**config.mk**
```make
export PLATFORM = sky130hd
export DESIGN_NAME = wts_channel_envelope
export DESIGN_NICKNAME = d
export VERILOG_FILES = /design/src/rtl/wts_channel_envelope.sv
export SDC_FILE = /design/constraint.sdc
export NUM_CORES = 1
export LEC_CHECK = 0
export ABC_CLOCK_PERIOD_IN_PS = 4100
export CORE_MARGIN = 2
export CORE_UTILIZATION = 52
export CTS_BUF_LIST = sky130_fd_sc_hd__clkbuf_2 sky130_fd_sc_hd__clkbuf_4 sky130_fd_sc_hd__clkbuf_8
export DETAILED_ROUTE_END_ITERATION = 12
export HOLD_SLACK_MARGIN = 0.06
export PLACE_DENSITY_LB_ADDON = 0.3
export SLEW_MARGIN = 20
export SYNTH_ARGS = -nofsm -noshare
export SYNTH_HDL_FRONTEND = slang
export SYNTH_SLANG_ARGS = --single-unit
```
**constraint.sdc**
```tcl
create_clock -name clk -period 4.1 [get_ports clk]
set_clock_uncertainty 0.15 [all_clocks]
set_input_delay 1.025 -clock clk [delete_from_list [all_inputs] [get_ports clk]]
set_output_delay 1.025 -clock clk [all_outputs]
set_load 0.02 [all_outputs]
```
**src/rtl/wts_channel_envelope.sv**
```systemverilog
// Per-channel ADSR envelope generator: prescaled tick, per-state rate counter,
// and a 7-bit saturating level that feeds the channel volume stage.
module wts_channel_envelope #(
  parameter int PRESCALE = 64
) (
  input  logic       clk,
  input  logic       reset,
  input  logic       key_on,
  input  logic       key_off,
  input  logic [3:0] reg_ar,
  input  logic [3:0] reg_dr,
  input  logic [3:0] reg_sl,
  input  logic [3:0] reg_rr,
  output logic [6:0] envelope,
  output logic [2:0] env_state,
  output logic       busy
);

  localparam int PW = $clog2(PRESCALE);
  localparam logic [PW-1:0] PRE_LAST = PW'(PRESCALE - 1);

  typedef enum logic [2:0] {
    S_IDLE    = 3'd0,
    S_ATTACK  = 3'd1,
    S_DECAY   = 3'd2,
    S_SUSTAIN = 3'd3,
    S_RELEASE = 3'd4
  } state_t;

  state_t        state_q, state_d;
  logic [6:0]    envelope_q, envelope_d;
  logic [PW-1:0] prescaler_q, prescaler_d;
  logic [13:0]   rate_cnt_q, rate_cnt_d;

  logic          tick;
  logic [3:0]    rate;
  logic [3:0]    shamt;
  logic [13:0]   period_m1;
  logic          step;
  logic [6:0]    sl_level;

  assign sl_level = {reg_sl, 3'b000};

  // Rate select and step detection.
  always_comb begin
    tick        = (prescaler_q == PRE_LAST);
    prescaler_d = tick ? '0 : prescaler_q + 1'b1;

    rate = 4'd0;
    case (state_q)
      S_ATTACK:  rate = reg_ar;
      S_DECAY:   rate = reg_dr;
      S_RELEASE: rate = reg_rr;
      default:   rate = 4'd0;
    endcase

    // P-1 = (1 << (15-r)) - 1 equals 14'h3fff >> (r-1) for r in 1..15.
    shamt     = rate - 4'd1;
    period_m1 = 14'h3fff >> shamt;
    step      = tick && (rate != 4'd0) && (rate_cnt_q == period_m1);
  end

  // Next-state, level and rate counter.
  always_comb begin
    state_d    = state_q;
    envelope_d = envelope_q;
    rate_cnt_d = rate_cnt_q;

    if (tick) begin
      rate_cnt_d = step ? 14'd0 : rate_cnt_q + 14'd1;
    end

    if (key_on) begin
      state_d    = S_ATTACK;
      rate_cnt_d = 14'd0;
    end else if (key_off && (state_q == S_ATTACK || state_q == S_DECAY ||
                             state_q == S_SUSTAIN)) begin
      state_d    = S_RELEASE;
      rate_cnt_d = 14'd0;
    end else begin
      case (state_q)
        S_ATTACK: begin
          if (envelope_q == 7'd127) begin
            state_d    = S_DECAY;
            rate_cnt_d = 14'd0;
          end else if (step) begin
            envelope_d = envelope_q + 7'd1;
            if (envelope_q == 7'd126) begin
              state_d = S_DECAY;
            end
          end
        end
        S_DECAY: begin
          if (envelope_q <= sl_level) begin
            state_d    = S_SUSTAIN;
            rate_cnt_d = 14'd0;
          end else if (step) begin
            envelope_d = envelope_q - 7'd1;
          end
        end
        S_RELEASE: begin
          if (envelope_q == 7'd0) begin
            state_d    = S_IDLE;
            rate_cnt_d = 14'd0;
          end else if (step) begin
            envelope_d = envelope_q - 7'd1;
          end
        end
        default: begin
          state_d = state_q;
        end
      endcase
    end
  end

  always_ff @(posedge clk) begin
    if (reset) begin
      state_q     <= S_IDLE;
      envelope_q  <= 7'd0;
      prescaler_q <= '0;
      rate_cnt_q  <= 14'd0;
    end else begin
      state_q     <= state_d;
      envelope_q  <= envelope_d;
      prescaler_q <= prescaler_d;
      rate_cnt_q  <= rate_cnt_d;
    end
  end

  assign envelope  = envelope_q;
  assign env_state = state_q;
  assign busy      = (state_q != S_IDLE);

endmodule

```
==> results of run 1 <==
[per-stage QoR]
| step | std cells | worst slack, ns | util [%] |
|---|---|---|---|
| final | 368 | 0.0762 | 71.1 |
| after floorplan | 264 | 0.0557 | - |
| after global placement | 357 | -0.312 | 64.2 |
| after detailed placement | 357 | -0.403 | 64.2 |
| after global routing | 368 | -0.0469 | 71.1 |
| after CTS | 368 | 0.0135 | 68.8 |
[power groups by stage]
stage	registers, uW	logic (uW)	clock network (uW)
finish	300	200	255
global route	300	216	272
CTS	299	187	260
detailed placement	305	163	0
global placement	305	161	0
floorplan	306	99.9	0
[cell type report]
cell class | count | area (um^2) | area share (%)
clock buffers | 7 | 90.1 | 2.95
clock inverters | 1 | 5.00 | 0.164
inverters | 13 | 58.8 | 1.93
multi-input cells | 210 | 1710 | 55.9
flip-flops and latches | 30 | 601 | 19.7
well taps | 52 | 65.1 | 2.13
repair buffers | 55 | 528 | 17.3
[worst max-delay path: stages]
cell	delay (ns)
clkdlybuf4s50_1	0.43
nor4bb_4	0.16
buf_4	0.16
a221oi_4	0.27
buf_6	0.17
buf_4	0.12
a31oi_4	0.16
nor4_1	0.42
nor4_2	0.13
nor4_4	0.40
nand3_4	0.13
or3_4	0.39
a21oi_2	0.13
[sequential cells by signal, summed over array words and instances (netlist names)]
name and count:
rate_cnt_q 14, prescaler_q 6, envelope 7, env_state 3
[per-layer routing]
layer	global-route usage [%]	wire length, um
met5	0	0
met4	7.69	74
met3	4.33	186
met2	40.2	2780
met1	27.3	2350
[worst min-delay path by stage]
| stage | from | to | slack, ns | depth (start not counted) |
|---|---|---|---|---|
| 6_report | prescaler_q[0] | prescaler_q[0] | 0.32 | 1 |
| 2_1_floorplan | prescaler_q[0] | prescaler_q[0] | 0.28 | 1 |
| 3_3_place_gp | prescaler_q[0] | prescaler_q[0] | 0.30 | 1 |
| 4_1_cts | prescaler_q[0] | prescaler_q[0] | 0.33 | 1 |
| 3_5_place_dp | prescaler_q[0] | prescaler_q[0] | 0.32 | 1 |
| 5_1_grt | prescaler_q[0] | prescaler_q[0] | 0.35 | 1 |
[logic make-up after synthesis]
group,Yosys count
AND/OR/NAND/NOR,116
multiplexers,7
flip-flops,30
AO/OA/AOI/OAI,42
buffers and inverters,24
XOR/XNOR,28
adder cells (fa/ha/maj),17
[layout by cell type (no fill, tap or decap), drive strengths merged, types with 9 or more instances in the layout]
cell           count
a21o               9
buf               25
clkdlybuf4s50     24
dfxtp             30
ha                15
inv               12
nand2             19
nand3             11
nor2              32
nor3              10
xnor2             15
xor2              12
[what timing repair did]
| action | 4_1_cts | 5_1_grt |
|---|---|---|
| endpoints found under the setup margin | 22 | 23 |
| resized for setup | 18 | 25 |
| pin swaps | 14 | 12 |
| buffers inserted | 3 | 2 |
==> flow_summary_export.csv, run 1 <==
group,metric,value,unit
worst_setup_path,critPathKind,"input pin to flip-flop",
pwr,internal_power,544,uW
placed_design,place_congestion,0.919,
timing,slew_headroom,56.0,%
floorplan,die_w,70.1,um
synthesis,yosysWarningCount,0,
clock_network,worstSkewPairLatency,0.29,ns
cells_and_area,drive_gt1_share,22.2,%
worst_setup_path,critPathLaunchType,"input pin",
pwr,powerDensity,247,nW/um^2
pwr,vdd_drop_max,0.248,mV
min_path,hp-class,"flip-flop to flip-flop",
synthesis,synth_top_area_share,26.4,%
cells_and_area,fill_cells,331,
synthesis,synth-simple-area-share,28.5,%
timing,tightest_slew,0.657,ns
pwr,p_leak,0.00132,uW
synthesis,synthCells,264,
drt,via_per_inst,5.69,
worst_setup_path,cp.arrival,4.09,ns
worst_setup_path,crit_path_end,"envelope[6]",
cells_and_area,final_cell_area,3050,um^2
timing,min_period,4.02,ns
worst_setup_path,ff2ff_path_depth,14,
global_route,antenna_found_initial,0,
pwr,p_sw_share,27.9,%
floorplan,dieArea,4910,um^2
outcome,outcome,"completed",
synthesis,syn_nets,300,
floorplan,start_util,52.9,%
worst_setup_path,r2r_slack,0.25,ns
drt,drtPass1Iterations,4,
timing,finalCritPeriodShare,98.1,%
worst_setup_path,r2r-end,"envelope[6]",
clock_network,cts_made_buffers,5,
timing,slew_violations,0,
pwr,p_seq_share,39.7,%
flow_run,drv_cap,0,
timing,fmax,249,MHz
worst_setup_path,worstReg2RegStart,"env_state[1]",
clock_network,cts_num_sinks,30,
floorplan,core_area,4290,um^2
pwr,pwr-share-clk,33.8,%
timing,hold_violations,0,
synthesis,synthArstFlopShare,0,%
timing,finalSetupViolCount,0,
drt,vias,2094,
synthesis,synth_adder_area_share,9.59,%
floorplan,rows,24,
clock_network,cts.clk_slew.worst_paths,0.07,ns
synthesis,synth_mux_area_share,3.09,%
drt,drc,0,
worst_setup_path,cp-end-kind,"flip-flop",
synthesis,synthesis.area,2270,um^2
worst_setup_path,startpoint,"reg_rr[2]",
global_route,grt_start_max_net_pins,18,
synthesis,synth_area_leader_cell,"dfxtp_1",
drt,drt_iter0_markers,96,
floorplan,ios,31,
timing,fin_tns_setup,0,ns
synthesis,synth_edf_count,0,
pwr,p_sw,211,uW
clock_network,cts_tree,"done",
synthesis,synthFlopType,"dfxtp_1",
timing,holdWs,0.322,ns
synthesis,synth_area_per_cell,8.60,um^2
synthesis,synth_compound_area_share,15.8,%
cells_and_area,syn2layout_area_growth,34.4,%
synthesis,synth_seq_area_share,26.4,%
clock_network,cts_buffer_depth,2,
synthesis,yosys.area_share.xor_xnor,11.4,%
synthesis,synth_most_common_cell,"nor2_1",
placed_design,dpl-instance-area,2760,um^2
synthesis,synth_top_family_by_area,"simple AND/OR/NAND/NOR gates",
drt,antenna_left,0,
global_route,overflow,0,
synthesis,synth.distinct_cells,59,
clock_network,root_buffer,"clkbuf_8",
worst_setup_path,worstPathMaxFanout,10,
synthesis,synth_common_cells,"nor2_1 (31), dfxtp_1 (30), nand2_1 (19)",
placed_design,place_hpwl,3.82,mm
clock_network,cts.hold.buffers_added,0,
synthesis,ys_ff_latch,30,
floorplan,die_h,70.1,um
clock_network,h-tree-depth,2,
cells_and_area,n_antenna_cell,0,
placed_design,io_buffer_count,30,
worst_setup_path,worstPathRequired,4.16,ns
cells_and_area,fin_nets,351,
pwr,finalPower,755,uW
synthesis,synth.area.top_cells,"dfxtp_1 (26%), ha_1 (8.3%), xnor2_1 (5.8%), nor2_1 (5.1%), xor2_1 (4.6%)",
global_route,track_usage,22.7,%
drt,drt-wirelength-per-cell,14.6,um
pwr,pwr-share-comb,26.5,%
global_route,grt_pass1_vias,2054,
drt,routed_wl,5.38,mm
global_route,grt_pass1_wl,9.00,mm
Power figures use the tool's default switching activity.
==> run 2: changes to the inputs <==
- CTS_CLUSTER_DIAMETER: default -> 80
==> results of run 2 <==
Final layout, timing and power as in run 1 (identical DEF).
